$ cat config.mk
export PLATFORM = sky130hd
export DESIGN_NAME = mem_arbiter_flat
export DESIGN_NICKNAME = d
export VERILOG_FILES = /design/src/rtl/mem_arbiter_if.sv /design/src/rtl/mem_arbiter.sv /design/src/flat_wrapper.sv
export SDC_FILE = /design/constraint.sdc
export NUM_CORES = 1
export LEC_CHECK = 0
export ABC_AREA = 1
export BUFFER_PORTS_ARGS = -buffer_cell sky130_fd_sc_hd__buf_2
export CORE_ASPECT_RATIO = 0.6
export CORE_MARGIN = 3
export CORE_UTILIZATION = 50
export CTS_CLUSTER_SIZE = 25
export DETAILED_ROUTE_END_ITERATION = 12
export GPL_TIMING_DRIVEN = 0
export PLACE_DENSITY = 0.94
export SLEW_MARGIN = 30
export SYNTH_ARGS = -nofsm -noshare
export SYNTH_HDL_FRONTEND = slang
export SYNTH_SLANG_ARGS = --single-unit
$ cat constraint.sdc
create_clock -name clk -period 2.8 [get_ports clk]
set_input_delay 0.56 -clock clk [delete_from_list [all_inputs] [get_ports clk]]
set_output_delay 0.56 -clock clk [all_outputs]
set_load 0.02 [all_outputs]
$ cat src/rtl/mem_arbiter_if.sv
// mem_arbiter_if: requester-side and physical-RAM-side signals of mem_arbiter.
// The master drives requests and RAM read data; the slave is the arbiter.
interface mem_arbiter_if #(
    parameter int CHANNELS = 2,
    parameter int AW       = 32,
    parameter int DW       = 32
);
    logic [CHANNELS-1:0]    chReq, chWrite, chAck;
    logic [CHANNELS*AW-1:0] chAddress;
    logic [CHANNELS*DW-1:0] chWriteData;
    logic [DW-1:0]          chReadData, phRamRead, phRamWrite;
    logic [AW-1:0]          phRamAddress;
    logic                   phReadReq, phWriteReq, busy;
    logic [2:0]             grantId;
    modport master (
        output chReq, chWrite, chAddress, chWriteData, phRamRead,
        input  chAck, chReadData, phRamAddress, phRamWrite, phReadReq, phWriteReq, busy, grantId
    );
    modport slave (
        input  chReq, chWrite, chAddress, chWriteData, phRamRead,
        output chAck, chReadData, phRamAddress, phRamWrite, phReadReq, phWriteReq, busy, grantId
    );
endinterface

$ cat src/rtl/mem_arbiter.sv
// mem_arbiter: round-robin arbiter sharing one fixed-latency RAM port among CHANNELS requesters.
// One transaction at a time: grant, one-cycle strobe, LATENCY wait, one-cycle ack.
module mem_arbiter #(
    parameter int CHANNELS = 2,
    parameter int AW       = 32,
    parameter int DW       = 32,
    parameter int LATENCY  = 2
) (
    input  logic         clk,
    input  logic         reset,
    mem_arbiter_if.slave bus
);
    typedef enum logic [1:0] {IDLE, ISSUE, WAIT, DONE} state_t;
    localparam logic [CHANNELS-1:0] ONE = CHANNELS'(1);
    state_t              r_state, w_next;
    logic [2:0]          r_rr, r_gid, w_pick, w_hi, w_lo;
    logic                w_found_hi, w_any, w_wr;
    logic [CHANNELS-1:0] w_sel, r_ack;
    logic [3:0]          r_cnt;
    logic                r_write, r_rd_req, r_wr_req;
    logic [AW-1:0]       r_addr;
    logic [DW-1:0]       r_wdata, r_rdata;

    // descending scan leaves the lowest requester at/after r_rr, else the lowest overall
    always_comb begin
        w_hi       = '0;
        w_lo       = '0;
        w_found_hi = 1'b0;
        w_any      = |bus.chReq;
        for (int i = CHANNELS - 1; i >= 0; i--) begin
            if (bus.chReq[i]) begin
                w_lo = 3'(i);
                if (3'(i) >= r_rr) begin
                    w_hi       = 3'(i);
                    w_found_hi = 1'b1;
                end
            end
        end
        w_pick = w_found_hi ? w_hi : w_lo;
        w_sel  = ONE << w_pick;
        w_wr   = |(bus.chWrite & w_sel);
    end

    always_ff @(posedge clk) begin
        if (!reset) r_state <= IDLE;
        else        r_state <= w_next;
    end

    always_comb begin
        w_next = r_state;
        case (r_state)
            IDLE:    w_next = w_any ? ISSUE : IDLE;
            ISSUE:   w_next = WAIT;
            WAIT:    w_next = (r_cnt == 4'(LATENCY)) ? DONE : WAIT;
            default: w_next = IDLE;
        endcase
    end

    always_ff @(posedge clk) begin
        if (!reset) begin
            r_rr     <= '0;
            r_gid    <= '0;
            r_cnt    <= '0;
            r_write  <= 1'b0;
            r_rd_req <= 1'b0;
            r_wr_req <= 1'b0;
            r_addr   <= '0;
            r_wdata  <= '0;
            r_rdata  <= '0;
            r_ack    <= '0;
        end else begin
            r_rd_req <= 1'b0;
            r_wr_req <= 1'b0;
            r_ack    <= '0;
            r_cnt    <= (r_state == WAIT) ? r_cnt + 4'd1 : 4'd1;
            if (r_state == IDLE && w_any) begin
                r_gid    <= w_pick;
                r_rr     <= (w_pick == 3'(CHANNELS - 1)) ? 3'd0 : w_pick + 3'd1;
                r_write  <= w_wr;
                r_addr   <= bus.chAddress[w_pick*AW +: AW];
                r_wdata  <= bus.chWriteData[w_pick*DW +: DW];
                r_rd_req <= ~w_wr;
                r_wr_req <= w_wr;
            end
            if (r_state == WAIT && r_cnt == 4'(LATENCY)) begin
                if (!r_write) r_rdata <= bus.phRamRead;
                r_ack <= ONE << r_gid;
            end
        end
    end

    assign bus.chAck        = r_ack;
    assign bus.chReadData   = r_rdata;
    assign bus.phRamAddress = r_addr;
    assign bus.phRamWrite   = r_wdata;
    assign bus.phReadReq    = r_rd_req;
    assign bus.phWriteReq   = r_wr_req;
    assign bus.busy         = (r_state != IDLE);
    assign bus.grantId      = r_gid;
endmodule

$ cat src/flat_wrapper.sv
// flat-port wrapper written by rule: the top's interface ports become plain ports
module mem_arbiter_flat 
#(
    parameter int CHANNELS = 2,
    parameter int AW       = 32,
    parameter int DW       = 32,
    parameter int LATENCY  = 2
)
  (clk, reset, bus_chReq, bus_chWrite, bus_chAddress, bus_chWriteData, bus_phRamRead, bus_chAck, bus_chReadData, bus_phRamAddress, bus_phRamWrite, bus_phReadReq, bus_phWriteReq, bus_busy, bus_grantId);
  mem_arbiter_if #(.CHANNELS(CHANNELS), .AW(AW), .DW(DW)) bus_i ();
  input  logic clk;
  input  logic reset;
  input wire logic [$bits(bus_i.chReq)-1:0] bus_chReq;
  input wire logic [$bits(bus_i.chWrite)-1:0] bus_chWrite;
  input wire logic [$bits(bus_i.chAddress)-1:0] bus_chAddress;
  input wire logic [$bits(bus_i.chWriteData)-1:0] bus_chWriteData;
  input wire logic [$bits(bus_i.phRamRead)-1:0] bus_phRamRead;
  output wire logic [$bits(bus_i.chAck)-1:0] bus_chAck;
  output wire logic [$bits(bus_i.chReadData)-1:0] bus_chReadData;
  output wire logic [$bits(bus_i.phRamAddress)-1:0] bus_phRamAddress;
  output wire logic [$bits(bus_i.phRamWrite)-1:0] bus_phRamWrite;
  output wire logic [$bits(bus_i.phReadReq)-1:0] bus_phReadReq;
  output wire logic [$bits(bus_i.phWriteReq)-1:0] bus_phWriteReq;
  output wire logic [$bits(bus_i.busy)-1:0] bus_busy;
  output wire logic [$bits(bus_i.grantId)-1:0] bus_grantId;
  assign bus_i.chReq = bus_chReq;
  assign bus_i.chWrite = bus_chWrite;
  assign bus_i.chAddress = bus_chAddress;
  assign bus_i.chWriteData = bus_chWriteData;
  assign bus_i.phRamRead = bus_phRamRead;
  assign bus_chAck = bus_i.chAck;
  assign bus_chReadData = bus_i.chReadData;
  assign bus_phRamAddress = bus_i.phRamAddress;
  assign bus_phRamWrite = bus_i.phRamWrite;
  assign bus_phReadReq = bus_i.phReadReq;
  assign bus_phWriteReq = bus_i.phWriteReq;
  assign bus_busy = bus_i.busy;
  assign bus_grantId = bus_i.grantId;
  mem_arbiter #(.CHANNELS(CHANNELS), .AW(AW), .DW(DW), .LATENCY(LATENCY)) u_core (.clk(clk), .reset(reset), .bus(bus_i));
endmodule
=== After elaboration in Yosys (flattened, before gate mapping) ===
Cells that the tools add are included.

* Bits in read-only memories: 0
* Memories: 0
* Bits in writable memories: 0
* Flip-flop bits (word level): 113
* Latch bits: 0
* Bits of input ports: 166
* Output and inout port bits: 104
* Word-level logic and storage cells: 53

* $add $sub $neg: 2
* Muxes and demuxes: 16
* Reduce and logical (&&, ||, !) cells: 10
* $lt $le $gt $ge: 2
* Equality and inequality tests: 4
* Shifts and indexed selects: 4
* Bitwise gates (word level): 3
* Multipliers: 0
* Divide/modulo/power cells: 0

{| class="wikitable"
|+ Operators by type and width
! cell !! count
|-
| 64-bit by 9-bit indexed part select with 32-bit output || 2
|-
| 3-bit 2-to-1 mux || 5
|-
| 1-bit 2-to-1 mux || 10
|-
| 2-bit AND reduction || 4
|-
| 1-bit by 3-bit >= comparator with 1-bit output, first input constant || 2
|-
| 2-bit case mux with 3 select lines || 1
|-
| 1-bit by 3-bit left shift with 2-bit output, first input constant || 2
|-
| 4-bit by 1-bit adder with 4-bit output, second input constant || 1
|-
| 4-bit by 2-bit equality test with 1-bit output, second input constant || 1
|-
| 2-bit OR reduction || 2
|-
| 3-bit by 1-bit adder with 3-bit output, second input constant || 1
|-
| 3-bit by 1-bit equality test with 1-bit output, second input constant || 1
|-
| 2-bit AND || 1
|-
| 2-bit by 1-bit equality test with 1-bit output, second input constant || 1
|-
| 2-bit equality test, second input constant || 1
|-
| 1-bit logical AND || 2
|-
| 2-bit logical NOT || 1
|-
| 1-bit inverter || 2
|-
| 2-bit nonzero test || 1
|}

=== Longest topological paths before layout ===
* Depth after elaboration: 10
* Gate-level depth with buffers: 9
* Depth with buffers taken out: 8

=== Worst setup path after synthesis ===
OpenSTA, ideal clock, no wires.

* Path kind: input to register
* From: in bus_chReq[1]
* To: reg u_core.r_addr[19] (netlist: u_core.bus.phRamAddress[19])
* Path buffers: 3
* Required time: 2.683 ns
* Setup slack: 1.405 ns
* Stages: 8
* Library setup time: 0.117 ns
* Arrival time: 1.278 ns
* Cells stage by stage: buf_4 > nor2_4 > nor2_4 > buf_6 > buf_2 > nand2_1 > nor2_1 > nor2_1

* Longest elaborated chain between the ends: 5
* Elaborated cells on any way between the ends: 12
* Those cells by class: shift: 1; mux: 9; reduce/logical: 2

{| class="wikitable"
|+ Ends and longest elaborated chain
! what !! RTL line !! text
|-
| start: declaration || flat_wrapper.sv:13 || <nowiki>input wire logic [$bits(bus_i.chReq)-1:0] bus_chReq;</nowiki>
|-
| 3-bit 2-to-1 mux or 1-bit 2-to-1 mux (tied branches) || mem_arbiter.sv:31 || <nowiki>if (bus.chReq[i]) begin</nowiki>
|-
| 3-bit 2-to-1 mux or 1-bit 2-to-1 mux (tied branches) || mem_arbiter.sv:33 || <nowiki>if (3'(i) >= r_rr) begin</nowiki>
|-
| 3-bit 2-to-1 mux or 1-bit 2-to-1 mux (tied branches) || mem_arbiter.sv:31 ||
|-
| 3-bit 2-to-1 mux || mem_arbiter.sv:39 || <nowiki>w_pick = w_found_hi ? w_hi : w_lo;</nowiki>
|-
| 64-bit by 9-bit indexed part select with 32-bit output || mem_arbiter.sv:80 || <nowiki>r_addr <= bus.chAddress[w_pick*AW +: AW];</nowiki>
|-
| end signal: assignment || mem_arbiter.sv:80 ||
|-
| end: declaration || mem_arbiter.sv:21 || <nowiki>logic [AW-1:0] r_addr;</nowiki>
|}

Several ways; a longest one is shown, not always the timed one.
A chain may end at the register's enable or synchronous reset.

=== Worst setup path after layout ===
* From: reg u_core.r_state[0]
* To: out bus_busy

* Longest elaborated chain between the ends: 1

{| class="wikitable"
|+ Ends and longest elaborated chain
! what !! RTL line !! text
|-
| start: declaration || mem_arbiter.sv:15 || <nowiki>state_t r_state, w_next;</nowiki>
|-
| start signal: assignment || mem_arbiter.sv:46 || <nowiki>else r_state <= w_next;</nowiki>
|-
| 2-bit nonzero test || mem_arbiter.sv:98 || <nowiki>assign bus.busy = (r_state != IDLE);</nowiki>
|-
| end: declaration || flat_wrapper.sv:24 || <nowiki>output wire logic [$bits(bus_i.busy)-1:0] bus_busy;</nowiki>
|}

No other way between the ends.

==> qor.csv <==
stage,metric,value,unit
worst_hold_path,worstHoldEndpoint,u_core.bus.chReadData[16],
layout,final_common_cell,buf_2,
global_routing,grt_usage,27.2,%
power_and_ir_drop,ir_drop,0.360,mV
timing,setup_tns,0,ns
placed_design,io_buffer_count,265,
power_and_ir_drop,power_density,638,mW/mm^2
routing,vias,6106,
global_routing,grt_pass1_wl,26.8,mm
synthesis,seq_area_frac_synth,40.8,%
worst_hold_path,hold_class,in -> reg,
layout,syn_to_final_growth,34.1,%
placed_design,placed_cell_area,0.00685,mm^2
layout,nNetsFinal,1279,
power_and_ir_drop,internal-power,3050,uW
routing,drt_iter0_drc,355,
floorplanning,die_area,0.0120,mm^2
routing,via_per_inst,4.89,
worst_setup_path,r2r_start,u_core.r_state[0],
worst_setup_path,path_buf_inv,3,
worst_setup_path,cp_top_family,buffers and inverters,
synthesis,synth_area,0.00535,mm^2
clock_network,cts_max_level,3,
job,cap_violations,0,
timing,hold_violations,0,
synthesis,yosysWarnings,0,
global_routing,antenna_found_initial,0,
power_and_ir_drop,seq_power_share,40.2,%
synthesis,synth.distinct_cells,21,
clock_network,numCtsBuffers,9,
floorplanning,fp.coreArea,0.0101,mm^2
power_and_ir_drop,swShare,33.5,%
synthesis,synthCells,831,
worst_setup_path,timing.critical_path.mode_cell,inv_1,
floorplanning,num_io_pins,270,
power_and_ir_drop,p_clk_share,29.8,%
routing,drc,0,
clock_network,clkLatencyLatePin,0.33,ns
layout,final_util,70.9,%
placed_design,globalplace.congestion,0.879,
worst_setup_path,cp_max_fo,2,
timing,timing.final.crit_share,64.4,%
worst_setup_path,cpPeakStageDelay,0.34,ns
worst_setup_path,crit_slowest_cell,dfxtp_1,
routing,avgRoutedWirePerCell,13.6,um
clock_network,cts-root-buf,clkbuf_16,
power_and_ir_drop,switchingPower,1530,uW
layout,diodes,0,
floorplanning,row_count,28,
clock_network,ctsResizeCount,0,
layout,drive_gt1_share,29.4,%
clock_network,cts_sinks,109,
power_and_ir_drop,cellLeakagePower,0.00415,uW
clock_network,hold_buffers,0,
floorplanning,die_w,140,um
floorplanning,start_util,52.8,%
placed_design,dpl.hpwl,13.3,mm
worst_setup_path,worstPathRequired,2.24,ns
timing,max_slew_margin,58.4,%
global_routing,grt_max_degree,18,
worst_hold_path,holdPathStages,3,
worst_setup_path,path_class,reg -> out,
timing,fmax,0.554,GHz
worst_setup_path,cp_cell_sequence,"inv_1, ha_1, inv_1, buf_2",
timing,rsz0062_at_grt,no,
layout,most-common-layout-cells,"293 x buf_2, 199 x nor2_1, 139 x nand2_1, 109 x dfxtp_1, 108 x inv_1",
clock_network,cts_max_path_buffers,2,
timing,fin_crit,1.80,ns
outcome,status,"finished, final reports clean",
synthesis,syn_avg_cell_area,6.44,um^2
global_routing,first_global_vias,5702,
worst_setup_path,end_kind,output pin,
worst_setup_path,startpoint_type,register,
routing,routed_wl,17.0,mm
timing,finalSetupViolations,0,
clock_network,clk_pin_slew_worst_paths,0.07,ns
timing,fin_skew,0.00784,ns
timing,worst_pin_slew,0.624,ns
worst_setup_path,timing.rr.end,u_core.bus.chReadData[22],
timing,slew_viol_final,0,
global_routing,grt_overflow,0,
clock_network,cts_setup_buffers,0,
timing,fin_hold_ws,0.443,ns
floorplanning,die_height,86.1,um
routing,detail-route-antenna-nets,0,
clock_network,cts_tree,yes,
synthesis,ys_ff_latch,109,
worst_setup_path,worstRegToRegCells,8,
worst_hold_path,min_from,bus_phRamRead[16],
worst_setup_path,arrival,1.24,ns
routing,dr.pass1.iters,5,
layout,finish.instance_area,0.00717,mm^2
worst_setup_path,reg2reg_slack,1.20,ns
power_and_ir_drop,pwr-share-comb,30.0,%
## per-stage QoR
stage          setup slack, ns  total power [uW]  std cells
4_1_cts                  0.977              4590       1248
2_1_floorplan             1.41              2740        832
3_3_place_gp              1.02              3200       1232
6_report                 0.996              4580       1248
5_1_grt                  0.885              4820       1248
3_5_place_dp             0.985              3230       1232
## sequential cells by signal (all words and copies together), names as in the netlist
signal / cells
u_core.bus.phReadReq: 1
u_core.bus.phWriteReq: 1
u_core.bus.chAck: 2
u_core.r_rr: 1
u_core.bus.phRamWrite: 32
u_core.bus.chReadData: 32
u_core.r_write: 1
u_core.r_state: 2
u_core.r_cnt: 4
u_core.bus.grantId: 1
u_core.bus.phRamAddress: 32
## power by group through the flow
| stage | registers [uW] | clock network [uW] | logic (uW) |
|---|---|---|---|
| 5_1_grt | 1860 | 1450 | 1510 |
| 3_5_place_dp | 1870 | 0 | 1370 |
| 4_1_cts | 1840 | 1390 | 1370 |
| 6_report | 1840 | 1360 | 1370 |
| 2_1_floorplan | 2070 | 0 | 667 |
| 3_3_place_gp | 1870 | 0 | 1340 |
## cell usage after synthesis
master    count  area [um^2]
buf_1         4         15.0
nand2_1     139          522
nor2_1      199          747
conb_1        1         3.75
dfxtp_1     109         2180
buf_4         6         45.0
buf_2        28          140
inv_1       108          405
xor2_1        1         8.76
o21ai_0      30          150
clkbuf_1     14         52.6
nand3_1      68          340
buf_6         9          101
o21ai_1      35          175
xnor2_1       1         8.76
nand3_2       1         10.0
clkbuf_2      1         5.00
nand3b_1      1         7.51
ha_1          5         62.6
a21oi_1      69          345
nor2_4        2         22.5
## worst max path at each step
stage / end / startpoint / cells after the start / slack (ns)
6_report: bus_busy / u_core.r_state[0] / 4 / 1.0
5_1_grt: bus_busy / u_core.r_state[0] / 4 / 0.89
4_1_cts: bus_busy / u_core.r_state[0] / 4 / 0.98
3_5_place_dp: u_core.bus.phRamAddress[26] / bus_chReq[0] / 6 / 0.99
3_3_place_gp: u_core.bus.phRamAddress[26] / bus_chReq[0] / 6 / 1.02
2_1_floorplan: u_core.bus.phRamAddress[19] / bus_chReq[1] / 8 / 1.41
## worst reg2reg max path, stage by stage (launching register included)
cell and delay (ns):
dfxtp_1 0.34, inv_1 0.07, ha_1 0.23, nand2_1 0.08, inv_1 0.06, nand3_2 0.16, clkbuf_1 0.40, nor2_1 0.11
nor2_1 0.11
## layout make-up
class / count / area (um^2)
Timing Repair Buffer: 265 / 1330
Inverter: 108 / 405
Fill cell: 879 / 2950
Tap cell: 135 / 169
Sequential cell: 109 / 2180
Clock inverter: 5 / 82.6
Buffer: 62 / 359
Multi-Input combinational cell: 553 / 2410
Clock buffer: 11 / 243
## logic make-up (layout without fill, tap and decap cells)
family	after synthesis	in the layout	share of synthesized area (%)
compound gates	134	134	12.5
buf+inv	170	451	14.3
simple gates	410	410	30.8
fa+ha+maj	5	5	1.17
flops	109	109	40.8
xor+xnor	2	2	0.327
other cells	1	2	0.0701
## routing by layer
layer  vias to the layer above  wire, um  GRT usage [%]
met1                      2721      7250           35.8
met4                         0       231           7.92
met2                       262      8010           45.4
met5                         -         0              0
li1                       3100         -              -
met3                        23      1470           6.13
(Power assumes the default switching activity.)
